===== config.mk =====
export PLATFORM = sky130hd
export DESIGN_NAME = sca_blk_alloc
export DESIGN_NICKNAME = d
export VERILOG_FILES = /design/src/rtl/sca_blk_alloc.sv
export SDC_FILE = /design/constraint.sdc
export NUM_CORES = 1
export LEC_CHECK = 0
export CAP_MARGIN = 10
export CORE_MARGIN = 2
export CORE_UTILIZATION = 45
export CTS_CLUSTER_SIZE = 14
export DETAILED_ROUTE_END_ITERATION = 10
export DONT_BUFFER_PORTS = 1
export GPL_TIMING_DRIVEN = 0
export PLACE_DENSITY_LB_ADDON = 0.3
export SETUP_SLACK_MARGIN = 0.2
export SLEW_MARGIN = 20
export SYNTH_ARGS = -nofsm -noshare
export SYNTH_HDL_FRONTEND = slang
export SYNTH_SLANG_ARGS = --single-unit
export TNS_END_PERCENT = 5

===== constraint.sdc =====
create_clock -name CLK -period 9.6 [get_ports CLK]
set_input_delay 1.92 -clock CLK [delete_from_list [all_inputs] [get_ports CLK]]
set_output_delay 1.92 -clock CLK [all_outputs]
set_load 0.1 [all_outputs]

===== src/rtl/sca_blk_alloc.sv =====
// rtl/sca_blk_alloc.sv - SCA capacitor block allocator with free list, readout queue and release tracking
//
// Purpose: keeps the free list of SCA blocks, hands a new write block to the
// write controller on each block boundary when a capture occurred, queues the
// captured blocks for the digitizer and takes blocks back after digitization.
//
// Ports:
//   CLK, RST            clock, asynchronous active-high reset
//   CAPT, CAPT_LCT      capture pulse and its LCT tag
//   NBSEL               block-boundary pulse
//   DIG_RDY             digitizer accepts queue head
//   DIG_DONE, DONE_BLK  digitization finished for DONE_BLK
//   WBLK                current write block
//   DIG_VLD/BLK/LCT     readout queue head
//   NFREE               free list occupancy
//   SCAFULL, LSCAFULL   free list empty / at or below low mark
//   OVFL, OVFL_CNT      dropped-capture pulse and saturating count
module sca_blk_alloc #(
   parameter int NBLK    = 12,
   parameter int LOWMARK = 2,
   parameter int TMR     = 0
) (
   input  logic       CLK,
   input  logic       RST,
   input  logic       CAPT,
   input  logic       CAPT_LCT,
   input  logic       NBSEL,
   input  logic       DIG_RDY,
   input  logic       DIG_DONE,
   input  logic [3:0] DONE_BLK,
   output logic [3:0] WBLK,
   output logic       DIG_VLD,
   output logic [3:0] DIG_BLK,
   output logic       DIG_LCT,
   output logic [4:0] NFREE,
   output logic       SCAFULL,
   output logic       LSCAFULL,
   output logic       OVFL,
   output logic [7:0] OVFL_CNT
);

   localparam logic [3:0] LAST   = 4'(NBLK - 1);
   localparam logic [4:0] NBLK_W = 5'(NBLK);

   // Storage is sized for the maximum of 16 blocks; pointers wrap at NBLK.
   logic [3:0]  free_mem [0:15];
   logic [3:0]  free_rd, free_wr;
   logic [4:0]  nfree;

   logic [3:0]  q_blk [0:15];
   logic        q_tag [0:15];
   logic [3:0]  q_rd, q_wr;
   logic [4:0]  q_cnt;
   logic        dig_vld;

   logic [15:0] dig_map;
   logic        capt_pend, capt_tag;
   logic        ovfl;

   logic        eff_capt, eff_tag, alloc, drop, rel, pop;
   logic [4:0]  nfree_nxt, q_cnt_nxt;
   logic [7:0]  ovfl_vote, ovfl_inc;

   function automatic logic [3:0] ptr_inc(input logic [3:0] p);
      return (p == LAST) ? 4'd0 : p + 4'd1;
   endfunction

   // A CAPT in the boundary cycle itself is the latest one, so its tag wins.
   assign eff_capt = NBSEL & (capt_pend | CAPT);
   assign eff_tag  = CAPT ? CAPT_LCT : capt_tag;
   assign alloc    = eff_capt & (nfree != 5'd0);
   assign drop     = eff_capt & (nfree == 5'd0);
   // Only blocks currently being digitized may be released.
   assign rel      = DIG_DONE & ({1'b0, DONE_BLK} < NBLK_W) & dig_map[DONE_BLK];
   assign pop      = dig_vld & DIG_RDY;

   always_comb begin
      nfree_nxt = nfree;
      if (rel && !alloc)
         nfree_nxt = nfree + 5'd1;
      else if (alloc && !rel)
         nfree_nxt = nfree - 5'd1;
      q_cnt_nxt = q_cnt;
      if (alloc && !pop)
         q_cnt_nxt = q_cnt + 5'd1;
      else if (pop && !alloc)
         q_cnt_nxt = q_cnt - 5'd1;
   end

   always_ff @(posedge CLK or posedge RST) begin
      if (RST) begin
         for (int i = 0; i < 16; i++)
            free_mem[i] <= (i < NBLK - 1) ? 4'(i + 1) : 4'd0;
         free_rd   <= 4'd0;
         free_wr   <= LAST;
         nfree     <= 5'(NBLK - 1);
         SCAFULL   <= 1'b0;
         LSCAFULL  <= (NBLK - 1 <= LOWMARK);
         WBLK      <= 4'd0;
         q_rd      <= 4'd0;
         q_wr      <= 4'd0;
         q_cnt     <= 5'd0;
         dig_vld   <= 1'b0;
         dig_map   <= 16'd0;
         capt_pend <= 1'b0;
         capt_tag  <= 1'b0;
         ovfl      <= 1'b0;
      end else begin
         if (NBSEL) begin
            capt_pend <= 1'b0;
            capt_tag  <= 1'b0;
         end else if (CAPT) begin
            capt_pend <= 1'b1;
            capt_tag  <= CAPT_LCT;
         end

         if (alloc) begin
            WBLK    <= free_mem[free_rd];
            free_rd <= ptr_inc(free_rd);
            q_wr    <= ptr_inc(q_wr);
         end
         if (rel) begin
            free_mem[free_wr] <= DONE_BLK;
            free_wr           <= ptr_inc(free_wr);
         end
         if (pop)
            q_rd <= ptr_inc(q_rd);

         // Popped and released blocks are always distinct: a popped block's bit
         // is not yet set, so it cannot pass the release check in that cycle.
         if (pop)
            dig_map[q_blk[q_rd]] <= 1'b1;
         if (rel)
            dig_map[DONE_BLK] <= 1'b0;

         nfree    <= nfree_nxt;
         SCAFULL  <= (nfree_nxt == 5'd0);
         LSCAFULL <= (int'(nfree_nxt) <= LOWMARK);
         q_cnt    <= q_cnt_nxt;
         dig_vld  <= (q_cnt_nxt != 5'd0);
         ovfl     <= drop;
      end
   end

   // Queue payload needs no reset: it is only observed while valid.
   always_ff @(posedge CLK) begin
      if (alloc) begin
         q_blk[q_wr] <= WBLK;
         q_tag[q_wr] <= eff_tag;
      end
   end

   assign ovfl_inc = (ovfl_vote == 8'hFF) ? 8'hFF : ovfl_vote + 8'd1;

   generate
      if (TMR != 0) begin : g_tmr
         logic [7:0] cnt_a, cnt_b, cnt_c;
         always_ff @(posedge CLK or posedge RST) begin
            if (RST) begin
               cnt_a <= 8'd0;
               cnt_b <= 8'd0;
               cnt_c <= 8'd0;
            end else if (drop) begin
               cnt_a <= ovfl_inc;
               cnt_b <= ovfl_inc;
               cnt_c <= ovfl_inc;
            end else begin
               // Continuous scrubbing: each copy is rewritten with the vote.
               cnt_a <= ovfl_vote;
               cnt_b <= ovfl_vote;
               cnt_c <= ovfl_vote;
            end
         end
         assign ovfl_vote = (cnt_a & cnt_b) | (cnt_a & cnt_c) | (cnt_b & cnt_c);
      end else begin : g_simplex
         logic [7:0] cnt;
         always_ff @(posedge CLK or posedge RST) begin
            if (RST)
               cnt <= 8'd0;
            else if (drop)
               cnt <= ovfl_inc;
         end
         assign ovfl_vote = cnt;
      end
   endgenerate

   assign NFREE    = nfree;
   assign DIG_VLD  = dig_vld;
   assign DIG_BLK  = dig_vld ? q_blk[q_rd] : 4'd0;
   assign DIG_LCT  = dig_vld ? q_tag[q_rd] : 1'b0;
   assign OVFL     = ovfl;
   assign OVFL_CNT = ovfl_vote;

endmodule


; ---- Yosys cells after proc, flatten, opt, wreduce, memory -nomap -nowiden
; Memories as Yosys holds them, arrays and structs flattened.
; Cells that the tools add are included.
[word_totals]
reg_bits = 124
romBits = 0
word_cells = 114
mem_bits_rw = 80
mem_count = 2
in_bits = 11
latch_bits = 0
[memory_table]
columns = memory, words, word_bits, read_ports, rd_ports_with_merged_regs, write_ports, line
row1 = q_blk, 16, 4, 1, 0, 1, 50  ; logic [3:0] q_blk [0:15];
row2 = q_tag, 16, 1, 1, 0, 1, 51  ; logic q_tag [0:15];
[op_classes]
div = 0
shift = 0
muxes = 31
bitwise = 12
add_sub_neg = 9
magnitude_cmp = 9
n_mul = 0
reduce_logical = 15
eq_ne = 5
[op_table]
columns = cell, count
row1 = $bwmux W64, 1
row2 = $mux W16, 2
row3 = $mux W4, 8
row4 = $mux W5, 4
row5 = $add A4 B1 Y4 const B, 4
row6 = $and A16 B16 Y16, 1
row7 = $bmux W4 S4, 1
row8 = $demux W4 S4, 1
row9 = $eq A4 B4 Y1 const B, 4
row10 = $not A16 Y16, 1
row11 = $or A16 B16 Y16, 1
row12 = $add A5 B1 Y5 const B, 2
row13 = $ge A5 B5 Y1 const B, 2
row14 = $logic_not A5 Y1, 2
row15 = $lt A4 B5 Y1 const B, 2
row16 = $mux W1, 10
row17 = $not A4 Y5, 2
row18 = $reduce_bool A5 Y1, 2
row19 = $sub A5 B1 Y5 const B, 2
row20 = $add A8 B1 Y8 const B, 1
row21 = $demux W1 S4, 2
row22 = $eq A8 B8 Y1 const B, 1
row23 = $ge A4 B1 Y1 const B, 2
row24 = $mux W8, 1
row25 = other kinds (9), 22

; ---- Logic depth before layout (Yosys ltp)
; An unclocked memory read counts as a cell.
[depth]
depth_word = 9
depth_mapped = 10
depth_no_buf = 8

; ---- Worst setup path after synthesis
; No wires, ideal clock.
[synth_path]
path_type = register to output
from = reg q_rd[0]
to = out DIG_BLK[1]
path_buffers = 2
t_arrival_ns = 2.697
stages_incl_launch_ff = 7
path_slack_ns = 4.983
path_cell_list = dfrtp_1 -> buf_6 -> buf_8 -> mux4_1 -> mux2i_1 -> mux2_2 -> nor2b_1
[synth_between]
elab_chain_len = 2
[synth_rtl]
columns = element, line
row1 = from (decl), 52  ; logic [3:0] q_rd, q_wr;
row2 = from (signal assigned), 127  ; q_rd <= ptr_inc(q_rd);
row3 = $mem_v2 Z16 W4, --
row4 = $mux W4, 189  ; assign DIG_BLK = dig_vld ? q_blk[q_rd] : 4'd0;
row5 = to (decl), 33  ; output logic [3:0] DIG_BLK,
; Every way passes these cells.

; ---- Worst setup path in the final report
[layout_path]
from = reg q_rd[2]
to = out DIG_BLK[3]
; The elaborated chain is that of the path after synthesis.

==> out/metrics.yaml <==
num_rows: 52
route.vias.total: 5458
synth_area_leaders: "edfxtp_1 26%, dfrtp_1 25%, mux2_2 8.9%"
synth.lib_cells_used.distinct: 59
rrSetupSlack_ns: 5.55
sw_frac_of_total: 0.4192
synth_warnings: 0
cts_buffers: 17
grt_pass1_vias: 5713
grt.overflow.total: 0
netlist_instances: 643
hold-path-cell-count: 1
synth_edf_count: 80
die-area_um2: 21660
crit_required_ns: 7.68
synth.ff_latch_count: 200
p_int_uw: 2058
slew_viol_final: 0
setup_viol_count_final: 0
r2r-end: "q_blk[3][1]"
min_to: "q_cnt[4]"
gp_congestion: 0.8179
hp-class: "reg2reg"
cts_resized: 0
diodes: 0
die_width_um: 147.2
cp-start-kind: "flop"
arrival_ns: 3.12
r2r_start: "NFREE[0]"
synth_top_area_cell: "edfxtp_1"
end_kind: "primary output"
leakagePower_uw: 0.004060
start_util: 0.4574
ctsHoldBuffers: 0
drc: 0
io-pin-count: 37
drive_gt1_frac: 0.2751
viasPerCell: 5.770
ant_nets: 0
syn2layout_area_growth_pct: 10.25
ys_seq_area_frac: 0.5894
grt_max_degree: 65
syn-num-nets: 669
critPathLaunch: "q_rd[2]"
drv_cap: 0
syn_area_per_cell_um2: 14.35
max-slew-margin-rel: 0.2882
layout_worst_path_cycle_share: 0.5246
ys.flop_type: "dfrtp_1"
insertion_delay_ns: 0.43
fp.dieH_um: 147.2
grt_usage: 0.1861
rsz0062_at_grt: "false"
min_period_ns: 5.037
num-nets-final: 689
totalWireLength_mm: 18.74
drtIter0Drc: 449
holdWs_ns: 0.4873
mappedNetlistArea_um2: 9225
peakVddDrop_mv: 0.1535
finalHoldViolations: 0
r2r_cells: 8
worst-path-max-fanout: 10
status: "complete, no violations"
cts_tree: "built"
clkTransAtPathRegs_ns: 0.07
skew_ns: 0.01141
clockRootBuffer: "clkbuf_16"
cts_sinks: 200
p_sw_uw: 1486
grt_pass1_wl_mm: 30.97
p_seq_frac: 0.455
tns_ns: 0
drt-pass1-iter-count: 5
worstSetupPathType: "reg2out"
synth_top_area_frac: 0.2604
coreArea_um2: 20170
max_freq_ghz: 0.1985
htree_levels: 4
async_flop_share: 0.6000
dp_hpwl_mm: 13.43
wl_per_cell_um: 19.81
antenna_found_initial: 0
postCtsSetupRepairBufs: 0
clkPwrFrac: 0.195
powerDensity_nw_per_um2: 348.5
pwr-share-comb: 0.351
portBuffers: 0
max_slew.worst_pin.slew_ns: 1.068
cts_buffer_depth: 2
worstHoldStart: "q_cnt[4]"
## layout make-up
type | instances | area (µm²)
plain buffers | 31 | 155.1
clock buffers | 17 | 425.4
clock inverters | 15 | 142.6
fillers | 1718 | 9998
inverters | 17 | 68.82
multi-input cells | 395 | 3571
flip-flops and latches | 200 | 5443
well taps | 270 | 337.8
repair buffers | 1 | 27.53
## routing by layer
metal  share of wire  track usage  routed length, µm
met1            0.44       0.2469               8236
met3           0.038      0.04099                713
met5               0            0                  0
met2            0.51       0.3096               9497
met4           0.016      0.05577                292
## sequential cells by signal (all words and copies together) (netlist names)
name       flops
DIG_VLD        1
LSCAFULL       1
NFREE          5
OVFL           1
OVFL_CNT       8
SCAFULL        1
WBLK           4
capt_pend      1
capt_tag       1
dig_map       12
free_mem      64
free_rd        4
free_wr        4
q_blk         64
q_cnt          5
q_rd           4
q_tag         16
q_wr           4
## cell usage in the layout (no fill, tap or decap), drive strengths merged, types with 3 or more instances in the layout
| cell | count |
|---|---|
| a21o | 6 |
| a21oi | 18 |
| a22o | 3 |
| a2bb2oi | 6 |
| a311oi | 3 |
| a31oi | 6 |
| and2 | 22 |
| and3 | 10 |
| buf | 16 |
| clkbuf | 33 |
| clkinv | 7 |
| dfrtp | 94 |
| dfstp | 26 |
| edfxtp | 80 |
| ha | 15 |
| inv | 22 |
| mux2 | 73 |
| mux2i | 15 |
| mux4 | 40 |
| nand2 | 57 |
| nand3 | 11 |
| nand4 | 3 |
| nor2 | 22 |
| nor2b | 6 |
| nor3 | 18 |
| nor3b | 4 |
| nor4 | 5 |
| o21a | 3 |
| o21ai | 14 |
| o31ai | 3 |
| xnor2 | 6 |
| xor2 | 4 |
## critical path, cell delays in order (launching register included)
cell and delay, ns:
dfrtp_1 0.45, buf_1 0.46, nor2_1 0.18, o21ai_0 0.17
o22ai_1 0.21, nor3_2 0.39, and2_1 0.83
## cells in the mapped netlist, drive strengths merged, types with 10 or more instances
library cell / instances
and3: 10
o21ai: 14
nor3: 18
buf: 15
a21oi: 18
mux2: 73
and2: 22
dfstp: 26
nand2: 57
inv: 16
mux4: 40
nor2: 22
clkbuf: 16
mux2i: 15
ha: 15
dfrtp: 94
edfxtp: 80
nand3: 11
## worst max path at each step
stage | slack [ns] | to
after detailed placement | 5.00 | DIG_BLK[3]
after floorplan | 4.54 | DIG_VLD
after global placement | 3.42 | q_rd[2]
after global routing | 4.34 | DIG_BLK[3]
after CTS | 4.52 | DIG_BLK[3]
final | 4.56 | DIG_BLK[3]
## metrics by stage
stage	utilization	power [µW]	cells	worst slack (ns)	cell area, µm²
after detailed placement	0.4761	2873	914	4.997	9603
after global routing	0.5043	3735	946	4.338	10170
after global placement	0.4741	2814	913	3.419	9563
final	0.5043	3544	946	4.563	10170
after floorplan	-	2574	643	4.537	9225
after CTS	0.5043	3567	946	4.524	10170
## power groups by stage
stage | clock network [µW] | logic [µW] | registers, µW
final | 691 | 1240 | 1610
after global routing | 739 | 1350 | 1650
after CTS | 704 | 1250 | 1610
after detailed placement | 0 | 1250 | 1630
after global placement | 0 | 1210 | 1610
after floorplan | 0 | 1020 | 1560
## kinds of logic after synthesis
kind of cell	after synthesis	synth area share
xor gates and xnor gates	10	0.009494
AOI/OAI and AO/OA	74	0.05357
muxes	128	0.2079
and+or+nand+nor	168	0.09548
DFF	200	0.5894
adders and majority gates	15	0.02034
buffers and inverters	48	0.02373
(Power assumes the default switching activity.)
